### config.mk
export PLATFORM = sky130hd
export DESIGN_NAME = uartrx
export DESIGN_NICKNAME = d
export VERILOG_FILES = /design/src/rtl/uart_pkg.sv /design/src/rtl/uart_rx_sync.sv /design/src/rtl/uartrx.sv
export SDC_FILE = /design/constraint.sdc
export NUM_CORES = 1
export LEC_CHECK = 0
export CORE_UTILIZATION = 45
export DETAILED_ROUTE_END_ITERATION = 6
export PLACE_DENSITY_LB_ADDON = 0.05
export SYNTH_ARGS = -nofsm -noshare
export SYNTH_HDL_FRONTEND = slang
export SYNTH_SLANG_ARGS = --single-unit
export TNS_END_PERCENT = 50
### constraint.sdc
create_clock -name clk -period 2.5 [get_ports clk]
set_input_delay 0.5 -clock clk [delete_from_list [all_inputs] [get_ports clk]]
set_output_delay 0.5 -clock clk [all_outputs]
set_load 0.02 [all_outputs]
### src/rtl/uart_pkg.sv
// Shared types and constants for the UART receive path.
// The oversample constants describe the nominal 16x clock; the receiver scales them to OVERSAMPLE.
package uart_pkg;

    typedef enum logic [2:0] {
        IDLE,
        START,
        DATA,
        PARITY,
        STOP
    } rx_state_t;

    localparam int UART_OS_MID    = 7;
    localparam int UART_OS_LAST   = 15;
    localparam int UART_DATA_BITS = 8;

endpackage

### src/rtl/uart_rx_sync.sv
// Two-flop synchronizer for the asynchronous rx pad.
// Resets to 1 so the line reads as idle.
module uart_rx_sync (
    input  logic clk,
    input  logic rst,
    input  logic rx,
    output logic rx_s
);

    logic meta;

    always_ff @(posedge clk or posedge rst) begin
        if (rst) begin
            meta <= 1'b1;
            rx_s <= 1'b1;
        end else begin
            // NOTE: non-blocking so each flop takes the other's old value; blocking would collapse the chain into one stage.
            meta <= rx;
            rx_s <= meta;
        end
    end

endmodule

### src/rtl/uartrx.sv
// 16x-oversampled UART receiver: start, 8 data bits LSB first, optional parity, stop.
// Define UART_RX_PARITY_EN to include the parity bit; otherwise parity_err is tied to 0.
module uartrx
    import uart_pkg::*;
#(
    parameter logic PARITYMODE = 1'b0,
    parameter int   OVERSAMPLE = 16
) (
    input  logic       clk,
    input  logic       rst,
    input  logic       rx,
    output logic [7:0] dataout,
    output logic       rdsig,
    output logic       parity_err,
    output logic       frame_err,
    output logic       busy
);

    localparam int                OS_W    = $clog2(OVERSAMPLE);
    localparam logic [OS_W-1:0]   OS_MID  = OS_W'((UART_OS_MID + 1) * OVERSAMPLE / 16 - 1);
    localparam logic [OS_W-1:0]   OS_LAST = OS_W'((UART_OS_LAST + 1) * OVERSAMPLE / 16 - 1);

    logic                      rx_s;
    rx_state_t                 state;
    logic [OS_W-1:0]           os_cnt;
    logic [2:0]                bit_idx;
    logic [UART_DATA_BITS-1:0] shreg;

    uart_rx_sync u_sync (
        .clk  (clk),
        .rst  (rst),
        .rx   (rx),
        .rx_s (rx_s)
    );

    always_ff @(posedge clk or posedge rst) begin
        if (rst) begin
            state     <= IDLE;
            os_cnt    <= '0;
            bit_idx   <= '0;
            shreg     <= '0;
            dataout   <= '0;
            rdsig     <= 1'b0;
            frame_err <= 1'b0;
            busy      <= 1'b0;
`ifdef UART_RX_PARITY_EN
            parity_err <= 1'b0;
`endif
        end else begin
            // NOTE: rdsig defaults low every cycle so the STOP assignment below yields a single-cycle strobe.
            rdsig  <= 1'b0;
            os_cnt <= os_cnt + 1'b1;
            case (state)
                IDLE: begin
                    os_cnt <= '0;
                    if (!rx_s) begin
                        busy  <= 1'b1;
                        state <= START;
                    end
                end
                START: begin
                    if (os_cnt == OS_MID) begin
                        if (rx_s) begin
                            busy  <= 1'b0;
                            state <= IDLE;
                        end else begin
                            os_cnt  <= '0;
                            bit_idx <= '0;
                            state   <= DATA;
                        end
                    end
                end
                DATA: begin
                    if (os_cnt == OS_LAST) begin
                        shreg   <= {rx_s, shreg[UART_DATA_BITS-1:1]};
                        bit_idx <= bit_idx + 1'b1;
                        if (bit_idx == 3'(UART_DATA_BITS - 1)) begin
`ifdef UART_RX_PARITY_EN
                            state <= PARITY;
`else
                            state <= STOP;
`endif
                        end
                    end
                end
`ifdef UART_RX_PARITY_EN
                PARITY: begin
                    if (os_cnt == OS_LAST) begin
                        parity_err <= ^shreg ^ rx_s ^ PARITYMODE;
                        state      <= STOP;
                    end
                end
`endif
                STOP: begin
                    // Returning at mid-stop lets a closely following start bit be caught.
                    if (os_cnt == OS_LAST) begin
                        dataout   <= shreg;
                        frame_err <= ~rx_s;
                        rdsig     <= 1'b1;
                        busy      <= 1'b0;
                        state     <= IDLE;
                    end
                end
                default: state <= IDLE;
            endcase
        end
    end

`ifndef UART_RX_PARITY_EN
    assign parity_err = 1'b0;
`endif

endmodule

=== Word level (Yosys, flattened, before mapping) ===
Index checks and enable logic that the tools add are counted.

* $add $sub $neg: 2
* Eq/ne operators: 13
* Mux-type cells: 21
* Bitwise operators: 1
* Reductions and logical operators: 8

{| class="wikitable"
|+ Operators with widths
! operator !! number
|-
| $mux 3 || 8
|-
| $ne 2x2->1 const B || 6
|-
| $pmux 3 s4 || 1
|-
| $reduce_and 5->1 || 2
|-
| $mux 4 || 2
|-
| $pmux 4 s2 || 1
|-
| $eq 3x3->1 const B || 2
|-
| $mux 1 || 6
|-
| $pmux 3 s2 || 1
|-
| $add 4x1->4 const B || 1
|-
| $eq 4x3->1 const B || 1
|-
| $eq 4x4->1 const B || 1
|-
| $reduce_and 2->1 || 2
|-
| $reduce_and 4->1 || 1
|-
| $add 3x1->3 const B || 1
|-
| $eq 3x1->1 const B || 1
|-
| $eq 3x2->1 const B || 1
|-
| $logic_not 3->1 || 1
|-
| $pmux 1 s3 || 1
|-
| $reduce_bool 3->1 || 1
|-
| $mux 2 || 1
|-
| $ne 2x1->1 const B || 1
|-
| $reduce_bool 2->1 || 1
|-
| $not 1->1 || 1
|}

* Register bits: 31
* Input bits: 3
* Logic and storage cells: 55

=== Longest topological paths before layout ===
* Depth in word-level cells: 4
* Gate-level depth with buffers: 6

=== Cells and area by module ===
A second synthesis with hierarchy kept.

* Cell total of the unflattened synthesis: 100
* Area total of the unflattened synthesis: 1442.6 sq um

{| class="wikitable"
|+ By module, submodules not included
! module !! instances !! cells each !! area an instance (sq um)
|-
| uartrx || 1 || 97 || 1386.3
|-
| uart_rx_sync || 1 || 3 || 56.3
|}

=== Worst setup path after synthesis ===
OpenSTA, ideal clock, no wires.

* Path type: register to register
* From: register os_cnt[0]
* To: register dataout[0]
* Setup time: 0.125 ns
* Arrival time: 1.437 ns
* Required time: 2.375 ns
* Path slack: 0.938 ns
* Stages on the path, launching flop included: 6
* Path buffers: 1
* Period minus slack after synthesis: 1.562 ns
* Cells stage by stage: dfrtp_1 > ha_1 > nand4b_4 > nor3b_2 > buf_6 > mux2_2

* Longest elaborated chain between the ends: 2

{| class="wikitable"
|+ RTL lines
! what !! RTL line !! text
|-
| start, declared || uartrx.sv:25 || <nowiki>logic [OS_W-1:0] os_cnt;</nowiki>
|-
| start signal, assigned || uartrx.sv:52 || <nowiki>os_cnt <= os_cnt + 1'b1;</nowiki>
|-
| $eq 4x4->1 || uartrx.sv:96 || <nowiki>if (os_cnt == OS_LAST) begin</nowiki>
|-
| $reduce_and 2->1 (no line) || - ||
|-
| end signal, assigned || uartrx.sv:97 || <nowiki>dataout <= shreg;</nowiki>
|-
| end, declared || uartrx.sv:12 || <nowiki>output logic [7:0] dataout,</nowiki>
|}

No other way between the ends.
A chain may end at the register's enable or synchronous reset.

=== Final worst setup path ===
* From: register os_cnt[0]
* To: register bit_idx[0]

* Longest elaborated chain between the ends: 3

{| class="wikitable"
|+ RTL lines
! what !! RTL line !! text
|-
| $eq 4x4->1 or $eq 4x3->1 (tied branches) || uartrx.sv:74, uartrx.sv:62 ||
|-
| $ne 2x2->1 (no line) || - ||
|-
| $reduce_and 4->1 (no line) * || - ||
|-
| end signal, assigned || uartrx.sv:76 || <nowiki>bit_idx <= bit_idx + 1'b1;</nowiki>
|-
| end, declared || uartrx.sv:26 || <nowiki>logic [2:0] bit_idx;</nowiki>
|}

Mark *: on every way between the ends. The rest lies on a longest branch, timed or not.

==> metrics.cfg <==
[cts]
cts_buffer_depth = 2
cts-htree-levels = 2
cts.clk_slew.worst_paths_ps = 90
clkLatencyLatePin_ps = 320
post_cts_buffers = 0
cts_tree = yes
cts_buffers = 5
cts_root_buf = clkbuf_4
cts.sinks = 31
ctsHoldBuffers = 0
cts_resized = 0

[yosys]
synth_ff_type = dfrtp_1
yosysSeqAreaShare_pct = 59.2
synth_edf_count = 0
syn-num-nets = 101
syn_avg_cell_area_sq_um = 13.8
syn_area_sq_um = 1310
ys_warn_count = 0
synthArstFlopShare_pct = 100
synthCells = 95
ys_seq_elements = 31
synthDistinctLibCells = 31

[floorplanning]
die_w_um = 56.0
num_rows = 19
io_pins = 15
start_util_pct = 47.6
core_sq_um = 2760
design.die.area_sq_um = 3140
die_y_um = 56.0

[sta]
timing.final.ws_setup_ps = 703
slew_viol_final = 0
max_slew_margin_pct = 65.9
setup_violations = 0
fmax_mhz = 556
grt_setup_unrepaired = no
tns_ps = 0
fin_skew_ps = 10.2
worstMarginPinSlew_ps = 510
hold_viol = 0
min_period_over_period_pct = 71.9
period_minus_slack_ps = 1800

[final_layout]
mostFrequentLayoutCells = 29 x dfrtp_1, 17 x mux2_2, 13 x clkdlybuf4s50_1
layout_commonest_cell = dfrtp_1
area_delta_synth_final_pct = 15.8
fillCellCount = 238
layout-drive-gt1-share_pct = 28.6
insertedDiodeCount = 0
final_nets = 117

[critical_path]
cp.arrival_ps = 2010
worstPathMaxFanout = 12
r2r_cells = 5
worstPathRequired_ps = 2710
endpoint_kind = flop
crit_type = flop to flop
start_kind = flop

[pwr]
total_power_mw = 1.11
switching_power_mw = 0.309
pwr-share-clk_pct = 29.3
switching_share_pct = 27.9
leakagePower_nw = 0.719
intPower_mw = 0.798
pwr-share-comb_pct = 15.5
irDropWorstVdd_mv = 0.417
p_seq_share_pct = 55.2
p_per_area_nw_per_um2 = 728

[worst_hold_path]
hold_path.class = flop to flop
holdPathStages = 0

[global_route]
grt_pass1_wl_um = 3410
grt_max_degree = 32
antenna_found_initial = 0
grt_usage_pct = 14.8
gr-total-overflow = 0
grt_pass1_vias = 717

[route]
drt_iter0_markers = 10
via_per_inst = 5.35
drc = 0
via_count = 765
route.antenna.remaining_nets = 0
routed_wirelength_um = 1980
firstDrtPassIters = 2
wl_per_cell_um = 13.9

[placement]
routabilityCongestion = 0.862
post-dp-hpwl_um = 1270
port_buffers = 13
dpl_worst_slack_ps = 698

[status]
outcome = complete, no violations

[run]
max_cap_viol_count = 0

==> area by class of cell <==
class / instances / area, sq um / share of cell area, %
Sequential cell: 31 / 778 / 51.2
Multi-Input combinational cell: 54 / 475 / 31.2
Timing Repair Buffer: 15 / 145 / 9.54
Clock buffer: 8 / 68.8 / 4.52
Tap cell: 31 / 38.8 / 2.55
Inverter: 4 / 15.0 / 0.987
==> stage by stage <==
| step | hold WS [ps] | cell area, sq um | utilization (%) | cells |
|---|---|---|---|---|
| global placement | 347 | 1450 | 52.7 | 135 |
| floorplan | 345 | 1310 | - | 95 |
| CTS | 361 | 1520 | 55.2 | 143 |
| finish | 359 | 1520 | 55.2 | 143 |
| global route | 363 | 1520 | 55.2 | 143 |
| detailed placement | 347 | 1450 | 52.7 | 135 |
==> power groups by stage <==
stage          registers, mW  logic (mW)  clock network [mW]
2_1_floorplan          0.597       0.155                   0
3_3_place_gp           0.620       0.174                   0
3_5_place_dp           0.621       0.173                   0
4_1_cts                0.612       0.174               0.340
5_1_grt                0.623       0.199               0.366
6_report               0.611       0.172               0.324
==> critical path, cell delays in order, from the launching register on <==
cell      delay, ps
dfrtp_1         370
ha_1            300
nand4b_4        150
nor3_4          430
a31oi_1         140
mux2_2          300
==> worst paths after layout <==
check,from,endpoint,slack [ps]
setup reg to reg,os_cnt[0],bit_idx[0],700
min in group asynchronous,rst,dataout[1],550
hold reg to reg,u_sync.meta,u_sync.rx_s,360
setup / recovery,os_cnt[0],bit_idx[0],700
hold / removal,u_sync.meta,u_sync.rx_s,360
max in group asynchronous,rst,u_sync.meta,1620
==> per-layer routing <==
| metal | share of wire, % | global-route usage [%] | vias up |
|---|---|---|---|
| li1 | - | - | 367 |
| met1 | 51 | 21.9 | 374 |
| met2 | 43 | 18.2 | 17 |
| met3 | 3.7 | 4.88 | 7 |
| met4 | 2.4 | 9.76 | 0 |
| met5 | 0 | 0 | - |
==> synth_stat cells (2+ instances only) <==
cell type / instances / area share, %
buf_2: 3 / 1.1
a31oi_1: 3 / 1.4
nor2_1: 4 / 1.1
inv_1: 4 / 1.1
dfstp_2: 2 / 4.0
buf_6: 2 / 1.7
ha_1: 3 / 2.9
mux2_2: 17 / 15
a22o_1: 2 / 1.3
a21oi_1: 2 / 0.76
nand3_1: 4 / 1.5
o21ai_0: 2 / 0.76
dfrtp_1: 29 / 55
==> state kept, by name (all words and copies together) (netlist names) <==
name,count
u_sync.rx_s,1
rdsig,1
u_sync.meta,1
shreg,8
dataout,8
frame_err,1
bit_idx,3
state,3
busy,1
os_cnt,4
==> cells by family after synthesis <==
| kind of cell | after synthesis | synth area share [%] |
|---|---|---|
| AOI/OAI and AO/OA | 12 | 6.10 |
| xor gates and xnor gates | 2 | 1.33 |
| adders and majority gates | 3 | 2.86 |
| buffers and inverters | 10 | 4.57 |
| DFF | 31 | 59.2 |
| muxes | 18 | 15.3 |
| other | 1 | 0.285 |
| and+or+nand+nor | 18 | 10.3 |
(Power assumes the default switching activity.)
